$ cat src/rtl/div_ctrl_pkg.sv
// -----------------------------------------------------------------------------
// div_ctrl_pkg
// Shared defines for the EX-stage divider and its sequencing controller.
//   - bus widths (RegBus / DoubleRegBus)
//   - divider handshake constants (DivStart / DivStop / DivResultReady ...)
//   - controller state encoding and the FLUSH cycle count
// -----------------------------------------------------------------------------
package div_ctrl_pkg;

  localparam int RegBus       = 32;
  localparam int DoubleRegBus = 64;

  // Divider handshake levels
  localparam logic DivStart          = 1'b1;
  localparam logic DivStop           = 1'b0;
  localparam logic DivResultReady    = 1'b1;
  localparam logic DivResultNotReady = 1'b0;

  // Cycles spent in FLUSH with annul asserted. Two cycles are needed because
  // the divider ignores annul while in its divide-by-zero or end state; by the
  // second cycle it has moved to a state that honours it (or is already free).
  localparam logic [1:0] DivFlushCycles = 2'd2;

  typedef enum logic [1:0] {
    DIV_CTRL_IDLE  = 2'b00,
    DIV_CTRL_BUSY  = 2'b01,
    DIV_CTRL_DONE  = 2'b10,
    DIV_CTRL_FLUSH = 2'b11
  } div_ctrl_state_e;

endpackage

$ cat src/rtl/div_ctrl.sv
// -----------------------------------------------------------------------------
// div_ctrl
// Sequencing controller for the multi-cycle divider in the EX stage.
// Accepts DIV/DIVU from EX, latches the operands, runs the divider's
// start/annul handshake, stalls EX until the 64-bit result returns, then
// presents remainder/quotient as a one-cycle HI/LO write. Pipeline flushes
// annul the divider and park the controller in FLUSH for two cycles so the
// divider always returns to its free state.
//
// Ports
//   clk, rst            clock, asynchronous active-low reset
//   div_req_i           EX holds a valid DIV/DIVU
//   signed_i            1 = DIV, 0 = DIVU
//   op1_i / op2_i       dividend / divisor
//   flush_i             pipeline flush, kills the in-flight divide
//   stall_i             downstream stall, EX cannot advance this cycle
//   div_result_i        from divider: {remainder, quotient}
//   div_ready_i         from divider: result valid
//   div_start_o         to divider: start/hold (0 = stop)
//   div_annul_o         to divider: abort
//   div_signed_o        to divider: latched signed flag
//   div_op1_o/div_op2_o to divider: latched operands
//   stallreq_o          EX stall request (combinational)
//   hilo_we_o           one-cycle HI/LO write enable
//   hi_o / lo_o         remainder / quotient
//
// Handshake: a request is taken when div_req_i is high in IDLE without
// flush_i; EX keeps it held while stallreq_o is high. The result is
// consumed in the DONE cycle in which stall_i and flush_i are both low,
// which is exactly the cycle hilo_we_o is high.
// -----------------------------------------------------------------------------
import div_ctrl_pkg::*;

module div_ctrl (
  input  logic                    clk,
  input  logic                    rst,
  input  logic                    div_req_i,
  input  logic                    signed_i,
  input  logic [RegBus-1:0]       op1_i,
  input  logic [RegBus-1:0]       op2_i,
  input  logic                    flush_i,
  input  logic                    stall_i,
  input  logic [DoubleRegBus-1:0] div_result_i,
  input  logic                    div_ready_i,
  output logic                    div_start_o,
  output logic                    div_annul_o,
  output logic                    div_signed_o,
  output logic [RegBus-1:0]       div_op1_o,
  output logic [RegBus-1:0]       div_op2_o,
  output logic                    stallreq_o,
  output logic                    hilo_we_o,
  output logic [RegBus-1:0]       hi_o,
  output logic [RegBus-1:0]       lo_o
);

  div_ctrl_state_e   state_q, state_d;
  logic [1:0]        cnt_q, cnt_d;
  logic              signed_q, signed_d;
  logic [RegBus-1:0] op1_q, op1_d;
  logic [RegBus-1:0] op2_q, op2_d;
  logic              start_q, start_d;
  logic              annul_q, annul_d;
  logic [RegBus-1:0] hi_q, hi_d;
  logic [RegBus-1:0] lo_q, lo_d;

  // Next-state and datapath capture
  always_comb begin
    state_d  = state_q;
    cnt_d    = cnt_q;
    signed_d = signed_q;
    op1_d    = op1_q;
    op2_d    = op2_q;
    hi_d     = hi_q;
    lo_d     = lo_q;

    unique case (state_q)
      DIV_CTRL_IDLE: begin
        // Flush in IDLE simply blocks acceptance; nothing else to undo.
        if (div_req_i && !flush_i) begin
          signed_d = signed_i;
          op1_d    = op1_i;
          op2_d    = op2_i;
          state_d  = DIV_CTRL_BUSY;
        end
      end
      DIV_CTRL_BUSY: begin
        // Operands stay frozen here: the divider re-reads them during its
        // sign fix-up step. Flush wins over a coincident result.
        if (flush_i) begin
          state_d = DIV_CTRL_FLUSH;
        end else if (div_ready_i == DivResultReady) begin
          hi_d    = div_result_i[DoubleRegBus-1:RegBus];
          lo_d    = div_result_i[RegBus-1:0];
          state_d = DIV_CTRL_DONE;
        end
      end
      DIV_CTRL_DONE: begin
        if (flush_i) begin
          state_d = DIV_CTRL_FLUSH;
        end else if (!stall_i) begin
          state_d = DIV_CTRL_IDLE;
        end
      end
      DIV_CTRL_FLUSH: begin
        // Requests are ignored until the count completes.
        if (cnt_q == DivFlushCycles - 2'd1) begin
          cnt_d   = 2'd0;
          state_d = DIV_CTRL_IDLE;
        end else begin
          cnt_d = cnt_q + 2'd1;
        end
      end
      default: state_d = DIV_CTRL_IDLE;
    endcase

    if (state_d == DIV_CTRL_FLUSH && state_q != DIV_CTRL_FLUSH) begin
      cnt_d = 2'd0;
    end
  end

  // Handshake outputs are decoded from the next state so they are registered
  // and line up with the state they belong to. Dropping start in DONE is what
  // releases the divider back to free before the next IDLE cycle.
  always_comb begin
    start_d = (state_d == DIV_CTRL_BUSY) ? DivStart : DivStop;
    annul_d = (state_d == DIV_CTRL_FLUSH);
  end

  always_ff @(posedge clk or negedge rst) begin
    if (!rst) begin
      state_q  <= DIV_CTRL_IDLE;
      cnt_q    <= 2'd0;
      signed_q <= 1'b0;
      op1_q    <= '0;
      op2_q    <= '0;
      start_q  <= DivStop;
      annul_q  <= 1'b0;
      hi_q     <= '0;
      lo_q     <= '0;
    end else begin
      state_q  <= state_d;
      cnt_q    <= cnt_d;
      signed_q <= signed_d;
      op1_q    <= op1_d;
      op2_q    <= op2_d;
      start_q  <= start_d;
      annul_q  <= annul_d;
      hi_q     <= hi_d;
      lo_q     <= lo_d;
    end
  end

  // Stall request: held for the whole divide, and already in the request
  // cycle so EX does not advance past the DIV.
  always_comb begin
    stallreq_o = 1'b0;
    unique case (state_q)
      DIV_CTRL_IDLE:  stallreq_o = div_req_i & ~flush_i;
      DIV_CTRL_BUSY:  stallreq_o = 1'b1;
      DIV_CTRL_DONE:  stallreq_o = 1'b0;
      DIV_CTRL_FLUSH: stallreq_o = 1'b0;
      default:        stallreq_o = 1'b0;
    endcase
  end

  // The write is qualified by the same-cycle stall/flush so a stalled or
  // flushed DONE cycle never commits; the DONE decode itself is a flop.
  assign hilo_we_o = (state_q == DIV_CTRL_DONE) & ~stall_i & ~flush_i;

  assign div_start_o  = start_q;
  assign div_annul_o  = annul_q;
  assign div_signed_o = signed_q;
  assign div_op1_o    = op1_q;
  assign div_op2_o    = op2_q;
  assign hi_o         = hi_q;
  assign lo_o         = lo_q;

endmodule

$ cat config.mk
export PLATFORM = sky130hd
export DESIGN_NAME = div_ctrl
export DESIGN_NICKNAME = d
export VERILOG_FILES = /design/src/rtl/div_ctrl_pkg.sv /design/src/rtl/div_ctrl.sv
export SDC_FILE = /design/constraint.sdc
export NUM_CORES = 1
export LEC_CHECK = 0
export ABC_AREA = 1
export BUFFER_PORTS_ARGS = -buffer_cell sky130_fd_sc_hd__buf_2
export CAP_MARGIN = 20
export CORE_ASPECT_RATIO = 0.5
export CORE_MARGIN = 2
export CORE_UTILIZATION = 48
export DETAILED_ROUTE_END_ITERATION = 10
export PLACE_DENSITY_LB_ADDON = 0.15
export SLEW_MARGIN = 20
export SYNTH_ARGS = -nofsm -noshare
export SYNTH_HDL_FRONTEND = slang
export SYNTH_SLANG_ARGS = --single-unit
$ cat constraint.sdc
create_clock -name clk -period 4.05 [get_ports clk]
set_clock_uncertainty 0.2 [all_clocks]
set_input_delay 0.405 -clock clk [delete_from_list [all_inputs] [get_ports clk]]
set_output_delay 0.405 -clock clk [all_outputs]
set_load 0.01 [all_outputs]
## After elaboration in Yosys (flattened, before gate mapping)

Index checks and enable logic that the tools add are counted.

| storage, ports and cells | value |
|---|---|
| bits in latches | 0 |
| memories kept | 0 |
| memory bits (writable) | 0 |
| memory bits (read-only) | 0 |
| flip-flop bits (word level) | 135 |

| operators by class | value |
|---|---|
| bitwise gates (word level) | 5 |
| divide/modulo/power cells | 0 |
| mux-type cells | 12 |
| add/subtract/negate cells | 1 |
| shift operators | 0 |
| equality and inequality tests | 7 |
| reductions and logical operators | 8 |
| order comparisons | 0 |
| $mul | 0 |

Operators by type and width:

| cell | number |
|---|---|
| two-way mux 2 bit | 9 |
| case mux 2 bit (4 select lines) | 1 |
| equality test 2 x 1 -> 1 bit (second input constant) | 3 |
| equality test 2 bit (second input constant) | 3 |
| bitwise AND 1 bit | 3 |
| case mux 1 bit (3 select lines) | 1 |
| AND reduction 3 bit | 1 |
| adder 2 x 1 -> 2 bit (second input constant) | 1 |
| logical AND 1 bit | 2 |
| logical NOT 2 bit | 1 |
| != test 2 bit (second input constant) | 1 |
| NOT 1 bit | 2 |
| AND reduction 2 bit | 1 |
| nonzero test 2 bit | 1 |
| OR reduction 2 bit | 1 |
| logical NOT 1 bit | 1 |
| two-way mux 1 bit | 1 |

## Depth between registers and ports, before layout

Gate-level depths: netlist of run 1.

| logic depth | value |
|---|---|
| word-level depth | 7 |
| depth in mapped cells | 7 |
| gate-level depth less buffers | 7 |

## Least setup slack after synthesis of run 1

No wires, ideal clock.

| timing | value |
|---|---|
| kind | flip-flop to output port |
| from | reg state_q[1] |
| to | out stallreq_o |
| required time | 3.445 ns |
| slack | 2.351 ns |
| buffers on the path | 2 |
| cell stages (with the launch flop) | 6 |
| arrival | 1.094 ns |
| path through | dfrtp_1 nor2_1 nand3_1 buf_4 buf_6 o21ai_0 |

| between the ends | value |
|---|---|
| cells in the longest elaborated chain, start to end | 3 |
| elaborated cells on any way between the ends | 6 |

RTL lines:

| what | line | RTL |
|---|---|---|
| start, declared | div_ctrl.sv:56 | `div_ctrl_state_e state_q, state_d;` |
| start signal, assigned | div_ctrl.sv:141 | `state_q <= state_d;` |
| equality test 2 bit | div_ctrl.sv:157 | `unique case (state_q)` |
| OR reduction 2 bit (no line) | -- |  |
| case mux 1 bit (3 select lines) (*) | div_ctrl.sv:157 |  |
| end, declared | div_ctrl.sv:50 | `output logic stallreq_o,` |

Mark *: on every way between the ends. The rest lies on a longest branch, timed or not.

## Worst setup path in the final report of run 1

Same ends and word-level chain as after synthesis.

==> summary.txt, run 1 <==
Timing
  • Worst-Margin Slew: 905.3 ps
  • Fin Hold WS: 14.23 ps
  • Hold Violations, Final: 0
  • Setup violations, final: 0
  • Setup TNS: 0 ps
  • Max-slew violation count: 0
  • Tcrit/Tclk final: 67.51%
  • Fmax: 365.8 MHz
  • Final worst path period need: 2734 ps
  • Slew margin rel.: 39.64%
  • Post-route setup slack: 1316 ps
  • Unrepaired setup endpoints after global routing: no

Routing
  • Antenna-violating nets left: 0
  • Final WL: 11.19 mm
  • Drt first pass iters: 4
  • DR DRC count: 0
  • Iter 0 DRT Violations: 129
  • Total number of vias: 3504
  • Routed len/inst: 15.08 um
  • Vias per std cell: 4.722

Floorplanning
  • Core box area: 10280 um2
  • Die Wd: 150.0 um
  • I/O Pins: 268
  • # rows: 26
  • Initial core utilization: 49.76%
  • Die area: 11550 um2
  • Die height: 77.00 um

Synthesis
  • Synth unique cells: 16
  • Compound-gate portion of the synthesized area: 0.2935%
  • Synthesized-area fraction occupied by xor and xnor cells: 0%
  • Synth async-reset ratio: 100.0%
  • Post-synthesis mux area share: 28.40%
  • Cells after Synth: 309
  • Ys Warns: 0
  • Synth Area in Adders: 0%
  • Syn Std Cell Area: 5115 um2
  • Syn_nets: 444
  • Synth top cells by count: 135 x dfrtp_1, 69 x mux2_2, 60 x mux2_1, 9 x buf_6, 9 x nand2_1
  • Post-synth top area share: 66.05%
  • Dominant cell type by area after synthesis: dfrtp_1
  • Post-Synth Simple-Gate Area: 2.324%
  • Avg Synthesized Cell Area: 16.55 um2
  • Most frequent cell after synthesis: dfrtp_1
  • Synth area leaders: dfrtp_1 66%, mux2_2 15%, mux2_1 13%
  • Synth Flop Type: dfrtp_1
  • Yosys reg bits: 135
  • Sequential share of the synthesized area: 66.05%
  • Number of flops mapped to enable cells by yosys: 0
  • Largest family of logic cells by synthesized area: multiplexers

Job
  • Max Cap Viol: 0

Placement
  • Worst slack at placement: 1445 ps
  • PortBufs: 267
  • Half-perimeter wire length after placement: 8.107 mm
  • Placed instance area: 6529 um2
  • GPL Wtd Cong: 0.8012

Clock network
  • Clock Path Buffers: 2
  • Worst-path clk slew: 60 ps
  • Root Driver: clkbuf_16
  • CTS buffer count: 17
  • CTS tree: done
  • Insertion delay to the later sink of the worst-skew pair: 400 ps
  • Clock sinks: 135
  • H-tree depth: 4
  • Setup bufs post-CTS: 0

Pwr
  • Leak: 3.686 nW
  • Final Total Pwr: 5.868 mW
  • P per Cell Area: 815.3 nW/um2
  • VDD IR-drop max: 402.0 uV

Run status
  • Status: finished, final reports clean

Finish
  • Fin nets: 725
  • Share of layout cells above drive strength 1: 61.79%
  • Final Instance Area: 7197 um2
  • Ant diodes: 0
  • Filler cells: 759
  • Area growth syn-to-layout: 40.70%

Worst setup path
  • Critical path class: flip-flop to primary output
  • CP required: 3440 ps
  • Crit end category: primary output
  • Arrival time of the worst setup path: 2130 ps
  • Startpoint types: flip-flop
  • Critical path fanouts, max: 36

GRT
  • First-pass GRT wire length: 17.79 mm
  • Largest net degree at the start of global routing: 115
  • Initial antenna violation count: 0
  • Total gr overflow: 0
  • Number of global-route vias before repair: 3684
  • GRT Total Usage: 19.96%

Hold path
  • Hold Path Class: primary input to flip-flop
==> timing repair <==
item,in CTS,in global routing
hold buffers,6,0
setup endpoints to repair,0,0
resized for setup,0,0
endpoints found under the hold margin,38,0
==> state kept, by name, summed over array words and instances (netlist names) <==
| name | flops |
|---|---|
| div_op1_o | 32 |
| div_op2_o | 32 |
| hi_o | 32 |
| lo_o | 32 |
| cnt_q | 2 |
| state_q | 2 |
| div_annul_o | 1 |
| div_signed_o | 1 |
| div_start_o | 1 |
==> area by class of cell <==
cell class                      count  area (um2)  area share, %
Timing Repair Buffer              275        1420          19.73
Clock buffer                       19       452.9          6.293
Inverter                            7       26.28         0.3651
Sequential cell                   135        3378          46.94
Multi-Input combinational cell    154        1592          22.11
Tap cell                          140       175.2          2.434
Clock inverter                     12       152.6          2.121
==> routing by layer <==
metal  track usage (%)  up-vias  routed length, um
li1                  -     1649                  -
met4             7.642        0                181
met5                 0        -                  0
met1             21.98     1697               4377
met2             35.02      139               5685
met3             7.679       19                944
==> critical path: stages, from the launching register on <==
cell and delay (ps):
dfrtp_1 460, nor2_1 170, nand3_2 650, o21ai_0 290
buf_2 170
==> power by group <==
part	switching (mW)	internal (mW)
Combinational	0.973	1.00
Sequential	0.312	2.03
Clock	0.558	0.996
Total	1.84	4.03
==> placed cells by master (no fill, tap or decap), drive strengths merged, types with 4 or more instances in the layout <==
cell	synthesis	final
buf	13	268
dfrtp	135	135
mux2	129	129
clkbuf	0	20
nand2	9	9
inv	7	7
nand3	7	7
dlygate4sd3	0	6
clkinv	0	5
clkinvlp	0	4
==> logic make-up after synthesis <==
family,count (synthesis)
compound gates,3
buf+inv,20
flops,135
mux,129
simple gates,22
==> path summary, 6_finish.rpt <==
path | depth (start not counted) | slack [ps] | start | endpoint
max | 4 | 1320 | state_q[1] | stallreq_o
min | 2 | 10 | div_result_i[50] | hi_o[18]
max reg2reg | 4 | 1570 | state_q[1] | div_op1_o[27]
min reg2reg | 1 | 280 | hi_o[8] | hi_o[8]
max in group asynchronous | 3 | 2280 | rst | lo_o[11]
min in group asynchronous | 2 | 450 | rst | div_op1_o[16]
==> metrics by stage <==
step                      cells  util, %
after floorplan             309        -
after global placement      705    63.51
after detailed placement    705    63.51
after CTS                   742    69.99
after global routing        742    70.01
final                       742    70.01
(Power assumes the default switching activity.)
==> inputs of run 2 (changes only) <==
--- a/config.mk
+++ b/config.mk
@@ -5,12 +5,12 @@
 export SDC_FILE = /design/constraint.sdc
 export NUM_CORES = 1
 export LEC_CHECK = 0
-export ABC_AREA = 1
+export ABC_AREA = 0
 export BUFFER_PORTS_ARGS = -buffer_cell sky130_fd_sc_hd__buf_2
 export CAP_MARGIN = 20
 export CORE_ASPECT_RATIO = 0.5
 export CORE_MARGIN = 2
-export CORE_UTILIZATION = 48
+export CORE_UTILIZATION = 45
 export DETAILED_ROUTE_END_ITERATION = 10
 export PLACE_DENSITY_LB_ADDON = 0.15
 export SLEW_MARGIN = 20
==> constraint.sdc (replaced) <==
create_clock -name clk -period 2.7 [get_ports clk]
set_clock_uncertainty 0.2 [all_clocks]
set_input_delay 0.27 -clock clk [delete_from_list [all_inputs] [get_ports clk]]
set_output_delay 0.27 -clock clk [all_outputs]
set_load 0.01 [all_outputs]
==> summary.txt, run 2 <==
GRT
  • GRT Total Usage: 22.40%
  • Total gr overflow: 0
  • Largest net degree at the start of global routing: 67
  • First-pass GRT wire length: 21.36 mm
  • Number of global-route vias before repair: 4322
  • Initial antenna violation count: 0

Pwr
  • VDD IR-drop max: 588.0 uV
  • Leak: 4.234 nW
  • P per Cell Area: 1091 nW/um2

Synthesis
  • Sequential share of the synthesized area: 65.03%
  • Compound-gate portion of the synthesized area: 0.9634%
  • Most frequent cell after synthesis: dfrtp_1
  • Avg Synthesized Cell Area: 16.70 um2
  • Synth Flop Type: dfrtp_1
  • Syn_nets: 446
  • Dominant cell type by area after synthesis: dfrtp_1
  • Post-synth top area share: 65.03%
  • Cells after Synth: 311
  • Syn Std Cell Area: 5195 um2
  • Post-synthesis mux area share: 27.96%
  • Synth area leaders: dfrtp_1 65%, mux2_2 17%, mux2_1 11%
  • Largest family of logic cells by synthesized area: multiplexers
  • Synthesized-area fraction occupied by xor and xnor cells: 0%
  • Post-Synth Simple-Gate Area: 2.601%
  • Synth unique cells: 22
  • Synth async-reset ratio: 100.0%
  • Synth top cells by count: 135 x dfrtp_1, 78 x mux2_2, 51 x mux2_1, 7 x buf_6, 6 x nor2_1
  • Yosys reg bits: 135
  • Number of flops mapped to enable cells by yosys: 0
  • Ys Warns: 0
  • Synth Area in Adders: 0%

Worst setup path
  • RR Endpoint: hi_o[28]
  • Arrival time of the worst setup path: 1930 ps
  • Startpoint types: flip-flop
  • Slowest cell on crit path: dfrtp_1
  • Delay-heaviest family, CP: buffers and inverters
  • Max incr delay on CP: 490 ps
  • Critical path fanouts, max: 66
  • Crit end category: primary output
  • R2r worst-path depth: 3
  • Worst path cell trace: nor4b_4 -> buf_12 -> inv_1 -> nand2_1 -> buf_2
  • Critical path class: flip-flop to primary output
  • Crit path from: state_q[1]
  • Worst reg2reg setup slack: 730 ps
  • CP required: 2230 ps
  • Critical path buffers and inverters: 3
  • R2R Path Start: state_q[1]

Floorplanning
  • Initial core utilization: 46.74%
  • Die height: 79.98 um
  • Die Wd: 156.0 um
  • # rows: 27
  • Die area: 12470 um2
  • Core box area: 11110 um2
  • I/O Pins: 268

Timing
  • Worst-Margin Slew: 497.2 ps
  • Unrepaired setup endpoints after global routing: no
  • Final worst path period need: 2405 ps
  • Slew margin rel.: 66.85%
  • Fin Hold WS: 47.46 ps
  • Tcrit/Tclk final: 89.07%
  • Fmax: 415.8 MHz
  • Hold Violations, Final: 0
  • Max-slew violation count: 0
  • Setup TNS: 0 ps
  • Setup violations, final: 0

Routing
  • Drt first pass iters: 4
  • Vias per std cell: 4.672
  • WL met3: 1.098 mm
  • Met1 Wirelength: 5.259 mm
  • Total number of vias: 4074
  • Antenna-violating nets left: 0
  • Top Metal Used: met4
  • DR WL met2: 6.994 mm
  • Final WL: 13.68 mm
  • Iter 0 DRT Violations: 143
  • DR DRC count: 0
  • Routed len/inst: 15.69 um

Finish
  • Final Instance Area: 8616 um2
  • Ant diodes: 0
  • Fin nets: 850
  • Most frequent cells in the layout: 266 x buf_2, 135 x dfrtp_1, 130 x dlygate4sd3_1
  • Share of layout cells above drive strength 1: 52.41%
  • Commonest non-fill, non-tap cell in the layout: buf_2
  • Area growth syn-to-layout: 65.85%
  • Filler cells: 702
  • Non-Filler Instances: 872

Clock network
  • CTS tree: done
  • Clock sinks: 135
  • H-tree depth: 4
  • Clock Path Buffers: 2
  • Worst-path clk slew: 60 ps
  • CTS buffer count: 17
  • Root Driver: clkbuf_16
  • Setup bufs post-CTS: 0
  • Hold-fix buffers at CTS: 130
  • Insertion delay to the later sink of the worst-skew pair: 400 ps
  • Post-CTS Resized: 0

Hold path
  • Hold Path Class: primary input to flip-flop
  • WHS Path Cells: 2
  • Hold endpoint: cnt_q[1]
  • HP Start: flush_i

Placement
  • Placed instance area: 6631 um2
  • Half-perimeter wire length after placement: 8.150 mm
  • PortBufs: 267
  • Inst Count DP: 711
  • GPL Wtd Cong: 0.7556

Run status
  • Status: finished, final reports clean

Job
  • Max Cap Viol: 0
run 2: worst max path at each step:
stage / end / slack, ps / cells past startpoint
finish: stallreq_o / 300 / 5
global route: stallreq_o / 150 / 5
CTS: stallreq_o / 300 / 5
detailed placement: hi_o[27] / 740 / 3
global placement: stallreq_o / 750 / 5
floorplan: div_op1_o[18] / 910 / 5
run 2: area by class of cell:
type                    instances  area [um2]  area share, %
repair buffers                402        2728          31.66
inverters                       2       7.507        0.08713
well taps                     145       181.4          2.106
clock inverters                12       250.2          2.904
flip-flops and latches        135        3378          39.21
multi-input cells             157        1638          19.01
clock buffers                  19       432.9          5.025
run 2: layer usage:
metal / global-route usage (%) / vias up
li1: - / 1908
met4: 8.807 / 0
met3: 8.360 / 28
met1: 24.74 / 1979
met5: 0 / -
met2: 39.78 / 159
run 2: power by group:
group / switching (mW) / leakage (nW) / internal (mW)
clock network: 0.856 / 0.331 / 1.83
registers: 0.512 / 1.62 / 3.04
logic: 1.50 / 2.28 / 1.66
run 2: logic make-up after synthesis:
logic type      Yosys count
flops                   135
mux                     129
simple gates             20
buf+inv                  19
compound gates            8
run 2: per-stage QoR:
stage               total power [mW]  utilization [%]  worst slack, ps
floorplan                      5.178                -            912.3
global placement               6.443            59.66            747.6
detailed placement             6.541            59.66            737.6
CTS                            9.402            77.52            302.7
global route                   9.933            77.52            148.6
finish                         9.398            77.52            295.1
run 2: worst register-to-register path: stages, from the launching register on:
cell	delay [ps]
dfrtp_1	490
nor4bb_4	410
buf_4	360
mux2_2	400
